<file path="src/rtl/memory_port_arbiter.sv">
// Shares the single core memory port between instruction fetch (I) and the data path (D).
// One pending entry per requester, D-first arbitration with an anti-starvation override, flush-aware fetch drop.
module memory_port_arbiter #(
  parameter int unsigned STARVE_LIMIT = 4
) (
  input  logic        clock,
  input  logic        reset,
  input  logic        i_valid,
  input  logic [31:0] i_addr,
  input  logic        i_flush,
  output logic        i_ready,
  output logic [31:0] i_rdata,
  input  logic        d_valid,
  input  logic        d_fence,
  input  logic [31:0] d_addr,
  input  logic [31:0] d_wdata,
  input  logic [3:0]  d_wstrb,
  output logic        d_ready,
  output logic [31:0] d_rdata,
  output logic        m_valid,
  output logic        m_instr,
  output logic        m_fence,
  output logic [31:0] m_addr,
  output logic [31:0] m_wdata,
  output logic [3:0]  m_wstrb,
  input  logic        m_ready,
  input  logic [31:0] m_rdata
);

  localparam int unsigned ADDR_W = 32;
  localparam int unsigned DATA_W = 32;
  localparam int unsigned STRB_W = 4;
  localparam int unsigned CNT_W  = 4;
  localparam logic [CNT_W-1:0] STARVE_MAX = CNT_W'(STARVE_LIMIT);

  localparam logic [1:0] IDLE      = 2'd0;
  localparam logic [1:0] BUSY_I    = 2'd1;
  localparam logic [1:0] BUSY_D    = 2'd2;
  localparam logic [1:0] BUSY_DROP = 2'd3;

  logic [1:0]        state_q, state_d;
  logic              run_q;
  logic              i_pend_q;
  logic [ADDR_W-1:0] i_addr_q;
  logic              d_pend_q;
  logic              d_fence_q;
  logic [ADDR_W-1:0] d_addr_q;
  logic [DATA_W-1:0] d_wdata_q;
  logic [STRB_W-1:0] d_wstrb_q;
  logic [CNT_W-1:0]  starve_q, starve_d;

  logic i_avail, d_avail, done, can_issue, grant_i, grant_d;

  // Arbitration: the port is free in IDLE or in the cycle the current access completes.
  always_comb begin
    i_avail   = ~i_flush & (i_valid | i_pend_q);
    d_avail   = d_valid | d_pend_q;
    done      = m_ready & (state_q != IDLE);
    can_issue = run_q & ((state_q == IDLE) | done);
    grant_i   = can_issue & i_avail & (~d_avail | (starve_q == STARVE_MAX));
    grant_d   = can_issue & d_avail & ~grant_i;
  end

  // Starve counter: counts D wins over a waiting fetch, cleared once fetch is served or gone.
  always_comb begin
    starve_d = starve_q;
    if (!i_avail || grant_i) begin
      starve_d = '0;
    end else if (grant_d && (starve_q < STARVE_MAX)) begin
      starve_d = starve_q + CNT_W'(1);
    end
  end

  // Next state and port/response outputs.
  always_comb begin
    state_d = state_q;
    i_ready = 1'b0;
    i_rdata = '0;
    d_ready = 1'b0;
    d_rdata = '0;
    m_valid = 1'b0;
    m_instr = 1'b0;
    m_fence = 1'b0;
    m_addr  = '0;
    m_wdata = '0;
    m_wstrb = '0;

    case (state_q)
      BUSY_I: begin
        if (m_ready) begin
          state_d = IDLE;
          if (!i_flush) begin
            i_ready = 1'b1;
            i_rdata = m_rdata;
          end
        end else if (i_flush) begin
          state_d = BUSY_DROP;
        end
      end
      BUSY_D: begin
        if (m_ready) begin
          state_d = IDLE;
          d_ready = 1'b1;
          d_rdata = m_rdata;
        end
      end
      BUSY_DROP: begin
        if (m_ready) begin
          state_d = IDLE;
        end
      end
      default: state_d = IDLE;
    endcase

    if (grant_i) begin
      state_d = BUSY_I;
      m_valid = 1'b1;
      m_instr = 1'b1;
      m_addr  = i_valid ? i_addr : i_addr_q;
    end else if (grant_d) begin
      state_d = BUSY_D;
      m_valid = 1'b1;
      m_fence = d_valid ? d_fence : d_fence_q;
      m_addr  = d_valid ? d_addr  : d_addr_q;
      m_wdata = d_valid ? d_wdata : d_wdata_q;
      m_wstrb = d_valid ? d_wstrb : d_wstrb_q;
    end
  end

  // run_q holds every output quiet until the first clock after reset release.
  always_ff @(posedge clock or negedge reset) begin
    if (!reset) begin
      state_q  <= IDLE;
      run_q    <= 1'b0;
      starve_q <= '0;
    end else begin
      state_q  <= state_d;
      run_q    <= 1'b1;
      starve_q <= starve_d;
    end
  end

  // Pending entries: a granted or flushed entry is cleared, a new pulse overwrites.
  always_ff @(posedge clock or negedge reset) begin
    if (!reset) begin
      i_pend_q  <= 1'b0;
      i_addr_q  <= '0;
      d_pend_q  <= 1'b0;
      d_fence_q <= 1'b0;
      d_addr_q  <= '0;
      d_wdata_q <= '0;
      d_wstrb_q <= '0;
    end else begin
      if (i_flush || grant_i) begin
        i_pend_q <= 1'b0;
      end else if (i_valid) begin
        i_pend_q <= 1'b1;
        i_addr_q <= i_addr;
      end
      if (grant_d) begin
        d_pend_q <= 1'b0;
      end else if (d_valid) begin
        d_pend_q  <= 1'b1;
        d_fence_q <= d_fence;
        d_addr_q  <= d_addr;
        d_wdata_q <= d_wdata;
        d_wstrb_q <= d_wstrb;
      end
    end
  end

endmodule

</file>
<file path="config.mk">
export PLATFORM = sky130hd
export DESIGN_NAME = memory_port_arbiter
export DESIGN_NICKNAME = d
export VERILOG_FILES = /design/src/rtl/memory_port_arbiter.sv
export SDC_FILE = /design/constraint.sdc
export NUM_CORES = 1
export LEC_CHECK = 0
export ABC_AREA = 1
export BUFFER_PORTS_ARGS = -buffer_cell sky130_fd_sc_hd__clkbuf_2
export CORE_MARGIN = 5
export CORE_UTILIZATION = 32
export CTS_CLUSTER_SIZE = 8
export DETAILED_ROUTE_END_ITERATION = 16
export PLACE_DENSITY = 0.54
export SLEW_MARGIN = 5
export SYNTH_ARGS = -nofsm -noshare
export SYNTH_HDL_FRONTEND = slang
export SYNTH_SLANG_ARGS = --single-unit
</file>
<file path="constraint.sdc">
create_clock -name clock -period 2.3 [get_ports clock]
set_input_delay 0.46 -clock clock [delete_from_list [all_inputs] [get_ports clock]]
set_output_delay 0.46 -clock clock [all_outputs]
set_load 0.005 [all_outputs]
</file>
==> impl_metrics.ini, run 1 <==
[global_routing]
antenna_found_initial = 2
grt_usage_pct = 16.4
grt_first_pass_wirelength_um = 29900
grt_overflow = 0
grt_start_max_net_pins = 102
grt_pass1_vias = 5848

[yosys]
synth_area_um2 = 6290
syn_nets = 1027
synth_area_leader_cell = dfrtp_1
ys_seq_elements = 110
synth_cell_types = 28
syn_area_per_cell_um2 = 7.10
yosysSeqAreaShare_pct = 43.7
syn_inst = 886
ys_warn_count = 0
yosysTopAreaCellShare_pct = 43.7
synth.area.top_cells = dfrtp_1 (44%), nand2_1 (16%), o21ai_0 (12%)

[placed_design]
place_congestion = 0.802
dpl.hpwl_um = 14000
portBuffers = 275

[floorplanning]
start_util_pct = 32.4
die_w_um = 150
num_rows = 51
dieArea_um2 = 22600
coreArea_um2 = 19400
num_io_pins = 276
die_y_um = 150

[final_layout]
finish.utilization_pct = 43.1
drive_gt1_share_pct = 29.4
n_fill_cell = 2094
nets = 1284
area.growth.synth_to_final_pct = 32.9
final_common_cell = clkbuf_2
final_cell_mix = clkbuf_2 (273), nand2_1 (266), o21ai_0 (151)

[detailed_routing]
vias = 6191
routed_wl_um = 19000
drt-pass1-iter-count = 5
drtIter0Drc = 384
wire_per_inst_um = 13.5
viasPerCell = 4.38
route.detailed.drc = 0
ant_nets = 0

[setup_path]
critPathLaunch = starve_q[0]$_DFFE_PN0P_
startpoint_type = flop
crit_path_end = m_addr[18]
reg2regPathDepth = 7
crit_fanout = 17
rr_endpoint = d_wdata_q[4]$_DFFE_PN0N_
worstPathRequired_ns = 1.84
r2r_slack_ns = 0.40
critPathKind = flop to output pin
r2r_start = state_q[0]$_DFFE_PN0P_
cp-end-kind = output pin
arrival_ns = 1.84

[clocking]
cts.path.max_buffers = 2
root_buffer = clkbuf_16
cts_tree = yes
hold_buffers = 0
clock-sinks = 110
clk_latency_ns = 0.35
path_clk_slew_ns = 0.07
cts_buffers = 9
cts_max_level = 3

[timing]
fmax_mhz = 434
setup_viol = 1
rsz0062_at_grt = yes
setup_tns_ns = -0.00481
slew_headroom_pct = 57.2
min_period_ns = 2.30
worst_slack_ns = -0.00481
slew_viol_final = 0
holdWs_ns = 0.0527
clock_skew_ns = 0.00815
post-route-period-util_pct = 100
tightest_slew_ns = 0.642
hold_viol = 0

[run_status]
status = finished, violations left
failed_checks = negative setup slack

[pwr]
total_power_mw = 5.49
p_leak_nw = 4.70
p_per_area_nw_per_um2 = 656
ir_drop_mv = 0.327

[job]
max_cap_viol_count = 0

[min_path]
min_path_type = input pin to async pin
[cell families (layout without fill, tap and decap cells)]
family	after synthesis	after routing	share of synthesized area (%)
other	1	2	0.0596
flip-flops	110	110	43.7
AND/OR/NAND/NOR	400	400	24.9
XOR/XNOR	1	1	0.139
adder cells (fa/ha/maj)	2	2	0.398
AO/OA/AOI/OAI	168	168	13.4
buffers and inverters	167	429	11.5
multiplexers	37	37	5.89
[per-stage QoR]
step / setup WS, ns / instance area [µm²] / instances
after global placement: 0.0931 / 7950 / 1390
after CTS: 0.00972 / 8330 / 1412
after detailed placement: 0.0634 / 7950 / 1390
after floorplan: 0.433 / 6290 / 886
final: -0.00481 / 8360 / 1414
after global routing: -0.119 / 8360 / 1414
[per-layer routing]
metal / part of all wire (%) / up-vias / GRT usage, %
met5: 0.068 / - / 0
li1: - / 3250 / -
met2: 47 / 136 / 25.7
met1: 47 / 2790 / 23.1
met4: 0.76 / 2 / 3.25
met3: 5.3 / 13 / 3.88
[synthesized netlist by cell type]
master / number
nand2_1: 272
o21ai_0: 151
nor2_1: 111
dfrtp_1: 110
inv_1: 107
mux2i_1: 37
buf_2: 20
clkbuf_1: 20
o21ai_1: 15
nand3_1: 8
buf_6: 7
buf_4: 4
inv_2: 4
buf_1: 3
ha_1: 2
nand2_2: 2
nor2_2: 2
a21boi_1: 1
clkbuf_2: 1
clkinv_1: 1
conb_1: 1
nand2_4: 1
nand3_4: 1
nor2_4: 1
nor3_4: 1
o211ai_1: 1
or2_2: 1
xnor2_1: 1
[worst min-delay path by stage]
stage                                            to  cells after the start
after floorplan             d_addr_q[0]$_DFFE_PN0N_                      0
after global placement    d_wdata_q[25]$_DFFE_PN0N_                      1
after detailed placement    starve_q[0]$_DFFE_PN0P_                      1
after CTS                  d_wstrb_q[3]$_DFFE_PN0N_                      1
after global routing         state_q[0]$_DFFE_PN0P_                      1
final                      d_wstrb_q[0]$_DFFE_PN0N_                      1
[power breakdown]
part           internal [mW]  switching (mW)  total [mW]
clock network          0.771           0.717        1.49
registers               2.31           0.144        2.45
logic                  0.617           0.930        1.55
[repair_timing]
action	CTS	global route
setup buffers	5	2
resized for setup	6	11
setup endpoints to repair	42	90
pin swaps	2	5
cloned	1	0
[critical path, stage by stage, from the launching register on]
cell      delay (ns)
dfrtp_1         0.39
inv_1           0.07
ha_2            0.17
nand3_2         0.08
nand2_2         0.09
nand3_4         0.11
nand2_4         0.13
inv_4           0.05
buf_12          0.15
nand2_1         0.06
nand2_1         0.06
clkbuf_2        0.12
[sequential cells by signal, indices dropped and copies added, names as in the netlist]
name and count:
d_addr_q 32, d_fence_q 1, d_pend_q 1, d_wdata_q 32
d_wstrb_q 4, i_addr_q 32, i_pend_q 1, run_q 1
starve_q 4, state_q 2
[area by class of cell]
class | count | area, µm² | area share, %
tap | 265 | 332 | 3.96
timing repair buffer | 301 | 1720 | 20.6
antenna | 1 | 2.50 | 0.0299
sequential | 110 | 2750 | 32.9
inverter | 112 | 430 | 5.15
clock inverter | 4 | 30.0 | 0.359
clock buffer | 12 | 246 | 2.95
multi-input combinational | 609 | 2850 | 34.1
Note: power is estimated with default switching activity, not from simulation.
==> run 2: changes to the inputs <==
- CTS_BUF_LIST: not set -> sky130_fd_sc_hd__clkbuf_8 sky130_fd_sc_hd__clkbuf_16
==> run 2 against run 1 <==
The flow still finishes with violations (negative setup slack); global-route usage is the same; die area is the same; combinational power is essentially flat; register-to-register slack is essentially flat; power shrank 0.20%; worst hold slack is essentially flat; largest power group unchanged.
==> impl_metrics.ini, run 2 (synthesis gave the netlist of run 1 again) <==
[detailed_routing]
routed_wl_um = 19000
route.detailed.drc = 0
wire_per_inst_um = 13.4
ant_nets = 0
drtIter0Drc = 381
viasPerCell = 4.37
vias = 6185
drt-pass1-iter-count = 5

[final_layout]
final_cell_mix = clkbuf_2 (273), nand2_1 (266), o21ai_0 (151)
drive_gt1_share_pct = 29.4
area.growth.synth_to_final_pct = 32.9
nets = 1284
top_regs = d_addr_q x32, d_wdata_q x32, i_addr_q x32
final_common_cell = clkbuf_2
finish.utilization_pct = 43.1

[timing]
hold_viol = 0
rsz0062_at_grt = yes
clock_skew_ns = 0.00841
tightest_slew_ns = 0.641
setup_viol = 1
post-route-period-util_pct = 100
min_period_ns = 2.30
holdWs_ns = 0.0527
slew_viol_final = 0
worst_slack_ns = -0.00496
fmax_mhz = 434
slew_headroom_pct = 57.3

[pwr]
total_power_mw = 5.48
p_per_area_nw_per_um2 = 655
p_leak_nw = 4.70
ir_drop_mv = 0.326

[clocking]
root_buffer = clkbuf_16
cts_buffers = 9
path_clk_slew_ns = 0.07
cts_tree = yes
cts.path.max_buffers = 2
clock-sinks = 110
cts_max_level = 3
clk_latency_ns = 0.35

[floorplanning]
coreArea_um2 = 19400
die_y_um = 150
die_w_um = 150
start_util_pct = 32.4
num_io_pins = 276
num_rows = 51
dieArea_um2 = 22600

[run_status]
failed_checks = negative setup slack
status = finished, violations left

[setup_path]
startpoint_type = flop
arrival_ns = 1.84
worstPathRequired_ns = 1.84
cp-end-kind = output pin
crit_fanout = 17
critPathKind = flop to output pin

[global_routing]
grt_pass1_vias = 5848
grt_usage_pct = 16.4
antenna_found_initial = 2
grt_overflow = 0
grt_start_max_net_pins = 102
grt_first_pass_wirelength_um = 29900

[placed_design]
place_congestion = 0.802
post-place-ws_ns = 0.0634
dpl.hpwl_um = 14000
portBuffers = 275

[min_path]
min_path_type = input pin to async pin

[job]
max_cap_viol_count = 0
run 2: changes by cell type in the layout (fill, tap and decap cells not counted), sizes merged:
cell and delta:
clkbuf -2, inv +2
run 2: repair_timing:
action / CTS / global route
endpoints found under the hold margin: 0 / 0
resized for setup: 6 / 11
hold buffers: 0 / 0
cloned: 1 / 0
setup buffers: 5 / 2
endpoints found under the setup margin: 42 / 90
pin swaps: 2 / 5
run 2: final cells by class:
class	count	area, µm²
multi-input cells	609	2850
repair buffers	301	1720
clock buffers	10	239
diodes	1	2.50
inverters	112	430
clock inverters	6	37.5
well taps	265	332
fillers	2094	11000
flip-flops and latches	110	2750
run 2: layer usage:
layer,vias up,global-route usage (%),part of all wire (%),wire length [µm]
met5,-,0,0.068,13
met4,2,3.25,0.76,144
met3,13,3.88,5.3,1010
met2,141,25.7,47,8980
met1,2778,23.1,47,8860
li1,3251,-,-,-
run 2: per-stage QoR:
stage,setup TNS [ns],instance area [µm²],cells
after global routing,-6.06,8360,1414
after CTS,0,8330,1412
final,-0.00496,8360,1414
after detailed placement,0,7950,1390
after floorplan,0,6290,886
after global placement,0,7950,1390
run 2: critical path: stages, from the launching register on:
cell and delay (ns):
dfrtp_1 0.39, inv_1 0.07, ha_2 0.17, nand3_2 0.08, nand2_2 0.09, nand3_4 0.11
nand2_4 0.13, inv_4 0.05, buf_12 0.15, nand2_1 0.06, nand2_1 0.06, clkbuf_2 0.12
run 2: path summary, 6_finish.rpt:
check,endpoint,slack [ns],cells after the start,from
max,m_addr[18],-0.005,11,starve_q[0]$_DFFE_PN0P_
min,d_wstrb_q[0]$_DFFE_PN0N_,0.05,1,reset
max reg2reg,d_addr_q[8]$_DFFE_PN0N_,0.40,8,starve_q[0]$_DFFE_PN0P_
min reg2reg,d_wdata_q[28]$_DFFE_PN0N_,0.49,2,d_wdata_q[28]$_DFFE_PN0N_
max in group asynchronous,d_wdata_q[29]$_DFFE_PN0N_,1.66,2,reset
min in group clock,d_pend_q$_DFFE_PN0P_,0.42,3,d_valid
run 2: where the power goes:
part           internal, mW  leakage, nW  switching [mW]
registers              2.31         1.37           0.144
logic                 0.617         3.20           0.930
clock network         0.762        0.141           0.715
total                  3.69         4.70            1.79
==> run 3: changes to the inputs <==
- BUFFER_PORTS_ARGS: -buffer_cell sky130_fd_sc_hd__clkbuf_2 -> not set
- DONT_BUFFER_PORTS: not set -> 1
- PLACE_DENSITY: 0.54 -> 0.42
==> run 3 against run 2 <==
Worst setup slack improved by 0.10 ns; clock power increased by 10%; die area unchanged; the flow finishes with violations (negative hold slack); cell area decreased by 17%; flip-flop and latch count unchanged; core utilization decreased by 7.4 points; non-clock buffer count decreased by 281; wire length decreased by 6.7%; critical path type unchanged; sequential power about the same; worst hold slack got worse by 0.25 ns.
==> impl_metrics.ini, run 3 (synthesis gave the netlist of run 1 again) <==
[final_layout]
drive_gt1_share_pct = 6.92
seqCellArea_um2 = 2750
diodes = 0
top_regs = d_addr_q x32, d_wdata_q x32, i_addr_q x32
nets = 1003
final_common_cell = nand2_1
n_fill_cell = 2109
area.growth.synth_to_final_pct = 10.3
multi_input_area_um2 = 2850
final_cell_mix = nand2_1 (262), o21ai_0 (151), nor2_1 (111)
final_cells = 1132

[pwr]
p_leak_nw = 3.49
p_int_mw = 3.63
p_comb_share_pct = 22.8
total_power_mw = 5.29
ir_drop_mv = 0.342
pwr-share-seq_pct = 46.4
p_per_area_nw_per_um2 = 763
switching_share_pct = 31.4
pwr-share-clk_pct = 30.8
net-switching-power_mw = 1.66

[timing]
setup_viol = 0
tightest_slew_ns = 0.927
hold_viol = 110
post-route-period-util_pct = 95.8
worst_slack_ns = 0.0972
min_period_ns = 2.20
setup_tns_ns = 0
slew_headroom_pct = 38.1
clock_skew_ns = 0.0129
fmax_mhz = 454
rsz0062_at_grt = yes
slew_viol_final = 0
holdWs_ns = -0.200

[clocking]
cts_tree = yes
clk_latency_ns = 0.35
clock-sinks = 110
cts_buffers = 9
cts.path.max_buffers = 2
root_buffer = clkbuf_16
cts_max_level = 3
path_clk_slew_ns = 0.08

[job]
max_cap_viol_count = 0

[floorplanning]
dieArea_um2 = 22600
die_y_um = 150
num_io_pins = 276
die_w_um = 150
start_util_pct = 32.4
coreArea_um2 = 19400
num_rows = 51

[global_routing]
antenna_found_initial = 0
grt_overflow = 0
grt_first_pass_wirelength_um = 27700
grt_start_max_net_pins = 111
grt_pass1_vias = 5319
grt_usage_pct = 15.4

[setup_path]
startpoint_type = flop
critPathKind = flop to output pin
arrival_ns = 1.74
worstPathRequired_ns = 1.84
cp-end-kind = output pin
crit_fanout = 15

[detailed_routing]
drtIter0Drc = 228
viasPerCell = 4.74
wire_per_inst_um = 15.7
ant_nets = 0
route.detailed.drc = 0
vias = 5367
drt-pass1-iter-count = 5
routed_wl_um = 17700

[run_status]
failed_checks = negative hold slack
status = finished, violations left

[placed_design]
dpl.hpwl_um = 12100
portBuffers = 0
dpl.cell_count = 1106
post-place-ws_ns = 0.232
place_congestion = 0.754

[min_path]
min_path_type = input pin to async pin
run 3: cell count changes in the layout (fill, tap and decap cells not counted), moves of 2 or more:
cell,delta
inv_1,-3
buf_4,-2
nand2_1,-4
clkbuf_2,-273
nand3_1,+2
buf_12,-9
nand3_2,-2
nand2_2,+4
buf_16,+2
bufbuf_16,+2
run 3: through the flow:
step	utilization (%)	instance area, µm²
CTS	35.7	6920
detailed placement	33.2	6440
finish	35.8	6940
floorplan	-	6290
global placement	33.2	6440
global route	35.8	6940
run 3: worst max-delay path, cell delays in order (launching register included):
cell and delay (ns):
dfrtp_1 0.39, inv_1 0.06, ha_1 0.13, nand3_1 0.08, nand2_2 0.10, nand3_4 0.09
nand2_4 0.14, inv_8 0.06, buf_12 0.15, nand2_1 0.08, nand2_1 0.11
run 3: timing repair:
action / CTS / global route
cloned: 3 / 0
endpoints found under the hold margin: 110 / 110
gates resized for setup: 6 / 13
setup buffers: 6 / 2
endpoints found under the setup margin: 69 / 70
pin swaps: 2 / 3
run 3: final cells by class:
type                    count  share of cell area [%]
multi-input cells         609                    41.1
well taps                 265                    4.78
inverters                 112                    6.17
flip-flops and latches    110                    39.7
clock buffers              10                    3.44
repair buffers             20                    3.88
clock inverters             6                   0.992
run 3: final timing paths:
kind / from / endpoint / slack [ns] / depth (start not counted)
max: starve_q[1]$_DFFE_PN0P_ / m_addr[26] / 0.1 / 10
min: reset / i_addr_q[6]$_DFFE_PN0P_ / -0.20 / 0
max reg2reg: starve_q[0]$_DFFE_PN0P_ / i_addr_q[28]$_DFFE_PN0P_ / 0.29 / 9
min reg2reg: d_wdata_q[24]$_DFFE_PN0N_ / d_wdata_q[24]$_DFFE_PN0N_ / 0.49 / 2
max in group asynchronous: reset / i_addr_q[21]$_DFFE_PN0P_ / 2.28 / 0
min in group clock: m_ready / state_q[1]$_DFFE_PN0P_ / 0.32 / 3
run 3: per-layer routing:
metal / GRT usage [%] / wire [µm] / up-vias / share of wire [%]
li1: - / - / 2686 / -
met1: 19.8 / 7600 / 2482 / 43
met2: 25.8 / 8570 / 185 / 48
met3: 3.76 / 1310 / 14 / 7.4
met4: 4.85 / 247 / 0 / 1.4
met5: 0 / 0 / - / 0
run 3: power groups by stage:
stage | clock (mW) | sequential [mW] | combinational, mW
detailed placement | 0 | 2.49 | 1.13
global placement | 0 | 2.49 | 1.10
floorplan | 0 | 2.45 | 0.958
finish | 1.63 | 2.46 | 1.21
global route | 1.79 | 2.50 | 1.42
CTS | 1.70 | 2.46 | 1.24
